[src/rtl/ssc_tx.sv]
// Spread-spectrum test-signal transmitter: carrier DDS + quarter-wave sine,
// BPSK-spread by a chip DDS driving a configurable Galois LFSR.
// Accepted tick in cycle N gives pushDAC/DAC in cycle N+2; full rate, no stall.
`timescale 1ns/1ps

// Quarter-wave sine lookup, v spans 0..pi/2. Output is v*(2^(AW+1)-v) scaled
// so the top entry lands exactly on 0x7FFF (parabolic fit, never exceeds 0x7FFF).
module sine #(
  parameter int AW = 13
) (
  input  logic [AW-1:0] v,
  output logic [15:0]   sv
);
  localparam logic [AW+1:0] FULL = {2'b10, {AW{1'b0}}};

  logic [AW+1:0]   comp;
  logic [2*AW+1:0] prod;
  logic            unused_prod;

  assign comp        = FULL - {2'b00, v};
  assign prod        = {{(AW+2){1'b0}}, v} * {{AW{1'b0}}, comp};
  assign sv          = prod[2*AW -: 16];
  assign unused_prod = ^{prod[2*AW+1], prod[2*AW-16:0]};
endmodule

module ssc_tx #(
  parameter logic [15:0] BASE_ADDR = 16'h0900,
  parameter int          SINE_AW   = 13
) (
  input  logic        clk,
  input  logic        rst,
  input  logic [31:0] addr,
  input  logic [31:0] Wdata,
  input  logic        write,
  input  logic        read,
  output logic [31:0] Rdata,
  input  logic        tick,
  output logic [15:0] DAC,
  output logic        pushDAC,
  output logic        epoch,
  output logic        irq
);
  // register file
  logic        run;
  logic [31:0] carr_add, carr_phase, chip_freq, chip_phase;
  logic [3:0]  prn_hob;
  logic [13:0] prn_poly, prn_state;
  logic [3:0]  amp_shift;
  logic [31:0] sample_count, epoch_count;
  logic        epoch_flag;
  logic        status_rd_d;

  // address decode on the low half only
  logic [15:0] a16;
  logic        unused_addr;
  logic sel_run, sel_cadd, sel_cph, sel_cfreq, sel_chph;
  logic sel_prn, sel_amp, sel_scnt, sel_ecnt, sel_status;

  assign a16         = addr[15:0];
  assign unused_addr = ^addr[31:16];
  assign sel_run     = (a16 == BASE_ADDR + 16'h0000);
  assign sel_cadd    = (a16 == BASE_ADDR + 16'h0004);
  assign sel_cph     = (a16 == BASE_ADDR + 16'h0008);
  assign sel_cfreq   = (a16 == BASE_ADDR + 16'h000C);
  assign sel_chph    = (a16 == BASE_ADDR + 16'h0010);
  assign sel_prn     = (a16 == BASE_ADDR + 16'h0014);
  assign sel_amp     = (a16 == BASE_ADDR + 16'h0018);
  assign sel_scnt    = (a16 == BASE_ADDR + 16'h001C);
  assign sel_ecnt    = (a16 == BASE_ADDR + 16'h0020);
  assign sel_status  = (a16 == BASE_ADDR + 16'h0024);

  // stage 0: fold the carrier phase into one quadrant of the table
  logic               acc;
  logic [1:0]         quad;
  logic [SINE_AW-1:0] sine_addr;
  logic [15:0]        sine_val;
  logic               chip_bit;

  assign acc       = tick & run;
  assign quad      = carr_phase[31:30];
  assign sine_addr = quad[0] ? ~carr_phase[29 -: SINE_AW] : carr_phase[29 -: SINE_AW];
  assign chip_bit  = prn_state[prn_hob];

  sine #(.AW(SINE_AW)) u_sine (
    .v  (sine_addr),
    .sv (sine_val)
  );

  // PRN advances on each rising edge of the chip clock (CHIP_PHASE[31])
  logic [31:0] chip_next;
  logic [13:0] lfsr_cleared, lfsr_next;
  logic        prn_step, epoch_hit, status_rd_first;

  assign chip_next       = chip_phase + chip_freq;
  assign prn_step        = acc & ~chip_phase[31] & chip_next[31];
  assign epoch_hit       = prn_step & (lfsr_next == 14'h0001);
  assign status_rd_first = read & sel_status & ~status_rd_d;

  // Galois step: drop the output bit, shift, fold the polynomial back in
  always_comb begin
    lfsr_cleared          = prn_state;
    lfsr_cleared[prn_hob] = 1'b0;
    lfsr_next             = {lfsr_cleared[12:0], 1'b0} ^ (chip_bit ? prn_poly : 14'h0000);
  end

  // registers: tick-driven updates first, a same-cycle bus write overrides them
  always_ff @(posedge clk or posedge rst) begin
    if (rst) begin
      run          <= 1'b0;
      carr_add     <= '0;
      carr_phase   <= '0;
      chip_freq    <= '0;
      chip_phase   <= '0;
      prn_hob      <= '0;
      prn_poly     <= '0;
      prn_state    <= '0;
      amp_shift    <= '0;
      sample_count <= '0;
      epoch_count  <= '0;
      epoch_flag   <= 1'b0;
      status_rd_d  <= 1'b0;
      epoch        <= 1'b0;
    end else begin
      if (acc) begin
        carr_phase   <= carr_phase + carr_add;
        chip_phase   <= chip_next;
        sample_count <= sample_count + 32'd1;
      end
      if (prn_step)        prn_state   <= lfsr_next;
      if (epoch_hit)       epoch_count <= epoch_count + 32'd1;
      if (status_rd_first) epoch_flag  <= 1'b0;
      if (epoch_hit)       epoch_flag  <= 1'b1;
      if (write) begin
        if (sel_run)    run          <= Wdata[0];
        if (sel_cadd)   carr_add     <= Wdata;
        if (sel_cph)    carr_phase   <= Wdata;
        if (sel_cfreq)  chip_freq    <= Wdata;
        if (sel_chph)   chip_phase   <= Wdata;
        if (sel_prn)    {prn_hob, prn_poly, prn_state} <= Wdata;
        if (sel_amp)    amp_shift    <= Wdata[3:0];
        if (sel_scnt)   sample_count <= Wdata;
        if (sel_ecnt)   epoch_count  <= Wdata;
        if (sel_status) epoch_flag   <= Wdata[0];
      end
      status_rd_d <= read & sel_status;
      epoch       <= epoch_hit;
    end
  end

  assign irq = epoch_flag;

  // stage 1: BPSK sign (carrier half-cycle XOR chip) then amplitude shift
  logic        s1_vld, s1_neg;
  logic [15:0] s1_sv;
  logic signed [15:0] s1_signed, s1_shifted;

  assign s1_signed  = s1_neg ? -$signed(s1_sv) : $signed(s1_sv);
  assign s1_shifted = s1_signed >>> amp_shift;

  // sample pipeline: stage-0 capture, then DAC register
  always_ff @(posedge clk or posedge rst) begin
    if (rst) begin
      s1_vld  <= 1'b0;
      s1_neg  <= 1'b0;
      s1_sv   <= '0;
      pushDAC <= 1'b0;
      DAC     <= '0;
    end else begin
      s1_vld <= acc;
      if (acc) begin
        s1_sv  <= sine_val;
        s1_neg <= quad[1] ^ chip_bit;
      end
      pushDAC <= s1_vld;
      if (s1_vld) DAC <= s1_shifted;
    end
  end

  // combinational read mux; zero unless reading a mapped register
  always_comb begin
    Rdata = '0;
    if (read) begin
      if (sel_run)    Rdata = {31'b0, run};
      if (sel_cadd)   Rdata = carr_add;
      if (sel_cph)    Rdata = carr_phase;
      if (sel_cfreq)  Rdata = chip_freq;
      if (sel_chph)   Rdata = chip_phase;
      if (sel_prn)    Rdata = {prn_hob, prn_poly, prn_state};
      if (sel_amp)    Rdata = {28'b0, amp_shift};
      if (sel_scnt)   Rdata = sample_count;
      if (sel_ecnt)   Rdata = epoch_count;
      if (sel_status) Rdata = {30'b0, run, epoch_flag};
    end
  end
endmodule
[config.mk]
export PLATFORM = sky130hd
export DESIGN_NAME = ssc_tx
export DESIGN_NICKNAME = d
export VERILOG_FILES = /design/src/rtl/ssc_tx.sv
export SDC_FILE = /design/constraint.sdc
export NUM_CORES = 1
export LEC_CHECK = 0
export CAP_MARGIN = 20
export CORE_ASPECT_RATIO = 0.5
export CORE_MARGIN = 5
export CORE_UTILIZATION = 55
export CTS_BUF_LIST = sky130_fd_sc_hd__clkbuf_4
export DETAILED_ROUTE_END_ITERATION = 6
export PLACE_DENSITY_LB_ADDON = 0.2
export SETUP_SLACK_MARGIN = 0.15
export SLEW_MARGIN = 20
export SYNTH_ARGS = -nofsm -noshare
export SYNTH_HDL_FRONTEND = slang
export SYNTH_SLANG_ARGS = --single-unit
[constraint.sdc]
create_clock -name clk -period 15 [get_ports clk]
set_input_delay 3 -clock clk [delete_from_list [all_inputs] [get_ports clk]]
set_output_delay 3 -clock clk [all_outputs]
set_load 0.02 [all_outputs]
* Word-level counts from Yosys, hierarchy flattened
Cells that the tools add are included.
** Cells by class
- $add $sub $neg :: 6
- Shifts and indexed selects :: 1
- Eq/ne operators :: 11
- $mul :: 1
- Order comparisons :: 2
- Reductions and logical operators :: 6
- Muxes and demuxes :: 37
- Bitwise operators :: 13
** Operator list (number)
- 32-bit 2-to-1 mux :: 22
- 16-bit by 12-bit equality test with 1-bit output (second input constant) :: 10
- 32-bit by 1-bit adder with 32-bit output (second input constant) :: 2
- 32-bit adder :: 2
- 14-bit 2-to-1 mux :: 4
- 13-bit by 15-bit multiplier with 27-bit output :: 1
- 13-bit inverter :: 2
- 16-bit 2-to-1 mux :: 1
- 16-bit negation :: 1
- 16-bit by 4-bit >>> shifter with 16-bit output :: 1
- 15-bit by 13-bit subtractor with 15-bit output (first input constant) :: 1
- 14-bit by 1-bit equality test with 1-bit output (second input constant) :: 1
- 14-bit XOR :: 1
- 13-bit AND :: 1
- 13-bit 2-to-1 mux :: 1
- 2-bit AND reduction :: 5
- 1-bit 2-to-1 mux :: 7
- 1-bit AND :: 6
- 4-bit by 5-bit < comparator with 1-bit output (second input constant) :: 1
- 1-bit binary-select mux with 4-bit select :: 1
- 1-bit demux with 4-bit select :: 1
- 4-bit by 1-bit >= comparator with 1-bit output (second input constant) :: 1
- 1-bit inverter :: 2
- 1-bit logical AND :: 1
- 1-bit XOR :: 1
** Storage, ports and cells
- Flip-flop bits (word level) :: 267
- Output and inout bits :: 51
- Logic and storage cells :: 96

* Logic depth before layout (Yosys ltp)
- Word-level depth :: 12
- Mapped depth :: 32

* Hierarchy
A second synthesis with hierarchy kept.
** Unflattened totals
- Cells, all modules :: 2750
- Area total of the unflattened synthesis :: 23953.0 µm²
** Modules (own cells, without submodules)
- ssc_tx :: area each 17800.8 µm², cells each 2064, times used 1
- sine :: area each 6152.2 µm², cells each 686, times used 1

* Least setup slack after synthesis
OpenSTA, ideal clock, no wires.
- Kind :: in2out
- Start point :: input addr[7]
- End point :: output Rdata[30]
- Cell stages on the path :: 10
- Buffers on the path :: 2
- Data required time :: 12.000 ns
- Setup slack :: 6.895 ns
- Data arrival time :: 5.105 ns
- Cell sequence :: nor4b_1 > nand4b_1 > nor3_1 > and3_1 > clkbuf_1 > clkbuf_1 > a22oi_1 > a21oi_1 > a221oi_1 > nor2_1
** On the way
- Word-level cells in the longest chain between the ends :: 11
** Ends and longest elaborated chain
- start: declaration :: RTL line 32 : input logic [31:0] addr,
- 16-bit by 12-bit equality test with 1-bit output :: RTL line 62 : assign sel_cadd = (a16 == BASE_ADDR + 16'h0004);
- 32-bit 2-to-1 mux :: RTL line 184 : if (sel_cadd) Rdata = carr_add;
- 32-bit 2-to-1 mux :: RTL line 185 : if (sel_cph) Rdata = carr_phase;
- 32-bit 2-to-1 mux :: RTL line 186 : if (sel_cfreq) Rdata = chip_freq;
- 32-bit 2-to-1 mux :: RTL line 187 : if (sel_chph) Rdata = chip_phase;
- 32-bit 2-to-1 mux :: RTL line 188 : if (sel_prn) Rdata = {prn_hob, prn_poly, prn_state};
- 32-bit 2-to-1 mux :: RTL line 189 : if (sel_amp) Rdata = {28'b0, amp_shift};
- 32-bit 2-to-1 mux :: RTL line 190 : if (sel_scnt) Rdata = sample_count;
- 32-bit 2-to-1 mux :: RTL line 191 : if (sel_ecnt) Rdata = epoch_count;
- 32-bit 2-to-1 mux (*) :: RTL line 192 : if (sel_status) Rdata = {30'b0, run, epoch_flag};
- 32-bit 2-to-1 mux (*) :: RTL line 182 : if (read) begin
- end: declaration :: RTL line 36 : output logic [31:0] Rdata,
Every way passes the cells marked *; elsewhere a longest branch is shown, timed or not.

* Worst setup path in the final report
Same ends and word-level chain as after synthesis.

==> impl_metrics.toml <==
[status]
run_status = "completed"

[logic_synthesis]
synthFlopType = "dfrtp_1"
ys_ff_latch = 267
syn-instance-count = 2836
syn_area_mm2 = 0.02449
syn_avg_cell_area_um2 = 8.635
yosysMostFrequentCell = "nor2_1"
synthTopCellsByCount = "nor2_1 (291), dfrtp_1 (267), nand2_1 (265)"
yosys.area.top_type = "dfrtp_1"
synth_top_area_frac = 0.2728
yosysSeqAreaShare = 0.2728
synth-edff-count = 0
ys_types = 95
synthTopCellsByArea = "dfrtp_1 (27%), fa_1 (12%), ha_1 (7.3%)"
synthArstFlopShare = 1.000
yosysWarnings = 0

[clocking]
cts_resized = 0
cts-root-buf = "clkbuf_4"
postCtsHoldBufs = 0
cts_htree_levels = 3
clk_latency_ns = 0.76
cts_setup_buffers = 0
cts_buffer_depth = 3
cts_tree = "built"
path_clk_slew_ns = 0.07
cts_buffers = 70
cts_sinks = 267

[grt]
grt_pass1_vias = 20890
antenna_found_initial = 1
grt_pass1_wl_mm = 116.8
grt_max_degree = 171
grt_usage = 0.2974
overflow = 0

[timing]
fin_worst_skew_ns = 0.04333
layout_worst_path_cycle_share = 0.6590
hold_viol_final = 0
fmax_ghz = 0.1012
tns_ns = 0
max_slew_margin = 0.2091
rsz0062_at_grt = "false"
setup_viol = 0
slew_viol_final = 0
worst_pin_slew_ns = 1.183
min_period_ns = 9.884
timing.hold.ws_ns = 0.4804

[die]
die_w_um = 308.4
die_h_um = 159.2
io_pins = 120
dieArea_mm2 = 0.04910
rows = 54
core_mm2 = 0.04378
initial_utilization = 0.5594

[finish]
synthToLayoutAreaGrowth_pct = 9.953
drive_gt1_frac = 0.09251
nNetsFinal = 3261
fill_cells = 3822
final_cells = 3540

[route]
dr.pass1.iters = 6
num_vias = 21820
drt_iter0_drc = 2126
drtAntennaViolNets = 0
wire_per_inst_um = 20.95
drc = 0
wl_mm = 74.17
vias_per_cell = 6.165

[min_path]
hp-class = "register to register"

[power_and_ir_drop]
power.leakage_nw = 12.40
pwr-share-clk = 0.458
swShare = 0.2593
p_int_mw = 1.078
cellPowerDensity_mw_per_mm2 = 54.05
p_sw_uw = 377.3
seq_power_share = 0.495
max-vdd-ir-drop_uv = 38.09
combPwrFrac = 0.047
finalPower_mw = 1.455

[worst_setup_path]
cp.arrival_ns = 6.88
crit_required_ns = 12.00
cp_max_fo = 33
crit_type = "input port to primary output"
critPathLaunchType = "input port"
endpoint_kind = "primary output"

[place]
place_congestion = 0.9512
placed_cells = 3421
place.detailed.hpwl_mm = 54.27
portBuffers = 103

[flow_run]
cap_violations = 0
-- cell type report --
cell class / instances / area, um2 / share of cell area
Clock inverter: 11 / 81.33 / 0.003020
Multi-Input combinational cell: 2179 / 16330 / 0.6065
Timing Repair Buffer: 139 / 1361 / 0.05056
Tap cell: 588 / 735.7 / 0.02732
Clock buffer: 105 / 788.3 / 0.02927
Inverter: 250 / 945.9 / 0.03513
Sequential cell: 267 / 6681 / 0.2481
Antenna cell: 1 / 2.502 / 0.00009293
-- power by group through the flow --
stage | clock network [mW] | logic [mW] | registers (mW)
after floorplan | 0 | 0.0295 | 0.735
after global placement | 0 | 0.0660 | 0.735
after detailed placement | 0 | 0.0669 | 0.735
after CTS | 0.677 | 0.0672 | 0.721
after global routing | 0.714 | 0.0748 | 0.720
final | 0.666 | 0.0682 | 0.721
-- cells in the final DEF (no fill, tap or decap), types with 18 or more instances in the layout --
cell,Yosys,final
nand2_1,265,262
a221oi_1,62,62
xor2_1,66,66
xnor2_1,89,89
buf_4,3,32
a21o_1,44,44
and2_1,29,28
nand2b_1,76,76
nor2_1,291,287
mux2i_1,46,46
clkbuf_4,1,105
a21oi_1,233,233
dfrtp_1,267,267
nor3_1,26,26
clkdlybuf4s50_1,0,103
a22oi_1,30,30
mux2_2,78,78
a31oi_1,28,28
nand3_1,62,61
a211oi_1,24,24
ha_1,142,142
inv_1,250,249
o21ai_0,147,146
and3_1,36,36
o211ai_1,18,18
fa_1,143,143
-- critical path, stage by stage --
cell and delay, ns:
clkdlybuf4s50_1 0.40, nor4b_1 0.30, nand4b_1 0.33, nor3_1 0.58
and3_1 0.26, buf_4 0.43, a22oi_1 0.17, a21oi_1 0.37
a221oi_1 0.13, nor2_1 0.25, clkdlybuf4s50_1 0.65
-- flip-flops by register name (all words and copies together), names as in the netlist, 14 cells and up --
name,count
prn_poly,14
s1_sv,16
DAC,16
carr_add,32
epoch_count,32
carr_phase,32
chip_freq,32
prn_state,14
sample_count,32
chip_phase,32
-- metrics by stage --
| stage | worst slack [ns] | area [um2] | utilization |
|---|---|---|---|
| finish | 5.116 | 26930 | 0.6150 |
| global route | 4.980 | 26930 | 0.6150 |
| CTS | 5.178 | 26870 | 0.6138 |
| detailed placement | 5.198 | 26000 | 0.5939 |
| global placement | 5.321 | 25970 | 0.5933 |
| floorplan | 4.646 | 24530 | - |
-- cells by family (layout without fill, tap and decap cells) --
| logic type | count (synthesis) | after routing | synth area share |
|---|---|---|---|
| AO/OA/AOI/OAI | 689 | 689 | 0.1795 |
| XOR/XNOR | 156 | 156 | 0.05656 |
| adder cells (fa/ha/maj) | 285 | 285 | 0.1894 |
| buffers and inverters | 401 | 505 | 0.06386 |
| flip-flops | 267 | 267 | 0.2728 |
| multiplexers | 130 | 130 | 0.06034 |
| other | 2 | 14 | 0.0003067 |
| AND/OR/NAND/NOR | 906 | 906 | 0.1771 |
-- worst paths after layout --
check | start | endpoint | slack, ns | cells past startpoint
max in group asynchronous | rst | carr_add[8]$_DFFE_PP0P_ | 10.78 | 4
min reg2reg | DAC[8]$_DFFE_PP0P_ | DAC[8]$_DFFE_PP0P_ | 0.48 | 1
min in group asynchronous | rst | chip_phase[27]$_DFF_PP0_ | 2.77 | 2
max | addr[7] | Rdata[30] | 5.12 | 11
min | DAC[8]$_DFFE_PP0P_ | DAC[8]$_DFFE_PP0P_ | 0.48 | 1
max reg2reg | carr_phase[30]$_DFF_PP0_ | s1_sv[15]$_DFFE_PP0P_ | 6.28 | 27
-- routing by layer --
metal	track usage	wire (um)
met1	0.4244	32100
met4	0.09030	2163
met2	0.4403	31870
met3	0.08667	8037
met5	0	0
Note: power is estimated with default switching activity, not from simulation.
==> patch, RTL diff (same flow settings) <==
`SINE_AW`: 13 -> 12.
--- a/src/rtl/ssc_tx.sv
+++ b/src/rtl/ssc_tx.sv
@@ -25,7 +25,7 @@
 
 module ssc_tx #(
   parameter logic [15:0] BASE_ADDR = 16'h0900,
-  parameter int          SINE_AW   = 13
+  parameter int          SINE_AW   = 12
 ) (
   input  logic        clk,
   input  logic        rst,
Check against the original RTL: not settled (the Yosys comparison gave no result); the edit may change what the design does.
==> patch against the unedited design <==
- the flow now finishes with violations (design-rule violations)
- design area shrank 5.1%
- die area shrank 4.9%
- worst setup slack gained 0.31 ns
- first-iteration DRC count grew 13%
- routed wire length shrank 2.8%
- sequential cell count is the same
- combinational power grew 12%
- largest cell class unchanged
- area after synthesis shrank 5.1%
- critical endpoint is now Rdata[12]
- clock power shrank 4.7%
- power shrank 1.6%
- via count shrank 3.4%
- non-clock buffer count is the same
- sequential share of layout area grew 1.3 points
==> patch: results (changes against the unedited design) <==
| Metric | Value |
|---|---|
| Status | `finished, violations left` |
| Violated checks | `design-rule violations` |
| Reg2reg end | `s1_sv[14]` |
| DR WL met2 | `30.11 mm (-5.5%)` |
| All-Layer GR Usage | `30.83% (+1.1 points)` |
| Iter 0 DRT Violations | `2402 (+13%)` |
| Nets | `3100 (-4.9%)` |
| Syn Std Cell Area | `0.02323 mm² (-5.1%)` |
| Adder-Cell Fraction of Synth Area | `17.26% (-1.7 points)` |
| Clock Skews | `0.09106 ns (+0.04774 ns)` |
| Reg-to-reg slack, setup | `6.76 ns (+0.48 ns)` |
| Seq/Total Area, Yosys | `28.76% (+1.5 points)` |
| Via density | `6.205 (+0.65%)` |
| Routability Congestion | `0.9591 (+0.83%)` |
| DRC violations left | `7 (+7)` |
| Worst r2r path cells | `24 (-11%)` |
| Largest net degree at the start of global routing | `133 (-22%)` |
| Post-Route WL | `72.12 mm (-2.8%)` |
| Dpl hpwl | `51.16 mm (-5.7%)` |
| Wire length on met1 | `31.32 mm (-2.4%)` |
| Max FO, Critical Path | `30 (-9.1%)` |
| Global Route met1 Usage | `43.74% (+1.3 points)` |
| Leak Pwr | `11.86 nW (-4.3%)` |
| Hold_sp | `DAC[14]` |
| CTS buffer count | `69 (-1.4%)` |
| Pre-CTS setup slack | `5.481 ns (+0.2832 ns)` |
| Data arrival, critical path | `6.58 ns (-0.30 ns)` |
| Filler instances | `3687 (-3.5%)` |
| Worst path max stage delay | `0.69 ns (+0.04 ns)` |
| Library cells used by synthesis | `86 (-9.5%)` |
| Met3 usage | `8.869% (+0.20 points)` |
| Peak VDD IR | `40.24 µV (+5.7%)` |
| Vias in the first global route | `20.43k (-2.2%)` |
| Area contributors post-synth | `dfrtp_1, fa_1, ha_1, nand2_1, nor2_1` |
| Post-synth top cells | `nand2_1, dfrtp_1, nor2_1` |
| Tightest Pin Transition | `1.085 ns (-0.09868 ns)` |
| Resize count post-CTS | `0 (unchanged)` |
| Multiplexer share of the synthesized area | `5.116% (-0.92 points)` |
patch: changes by cell type after synthesis, sizes merged, moves of 24 or more:
cell    before  now
a31oi       28   86
a21oi      237  161
xnor2       90   65
a221oi      62    6
a22oi       30   60
a222oi       3   31
fa         143  119
nand2      265  313
nor2       292  235
patch: worst max-delay path: cells and delay by family:
| family | cells | cell delay, ns |
|---|---|---|
| simple gates | 5 | 1.56 |
| buf+inv | 3 | 1.53 |
| compound gates | 2 | 0.46 |
patch: power by group through the flow:
stage | sequential [mW] | clock (mW) | combinational (mW)
floorplan | 0.735 | 0 | 0.0375
global placement | 0.735 | 0 | 0.0753
detailed placement | 0.735 | 0 | 0.0761
CTS | 0.721 | 0.647 | 0.0764
global route | 0.721 | 0.686 | 0.0850
finish | 0.721 | 0.635 | 0.0762
patch: worst max-delay path by stage:
stage / to / slack [ns] / cells after the start
2_1_floorplan: DAC[0] / 4.65 / 1
6_report: Rdata[12] / 5.42 / 10
5_1_grt: Rdata[31] / 5.35 / 10
4_1_cts: Rdata[31] / 5.47 / 10
3_3_place_gp: Rdata[31] / 5.49 / 10
3_5_place_dp: Rdata[11] / 5.48 / 10
patch: stage by stage:
step | utilization, % | area, µm² | std cells
floorplan | - | 23270 | 2720
global placement | 59.11 | 24730 | 3288
detailed placement | 59.11 | 24730 | 3288
CTS | 61.07 | 25550 | 3397
global route | 61.09 | 25560 | 3398
finish | 61.09 | 25560 | 3398
patch: final cells by class:
class	count	area (µm²)	share of cell area (%)
Multi-Input combinational cell	2075	15170	59.33
Sequential cell	267	6681	26.14
Timing Repair Buffer	139	1301	5.091
Inverter	230	870.8	3.407
Tap cell	577	721.9	2.824
Clock buffer	96	720.7	2.819
Clock inverter	13	97.59	0.3818
Antenna cell	1	2.502	0.009790
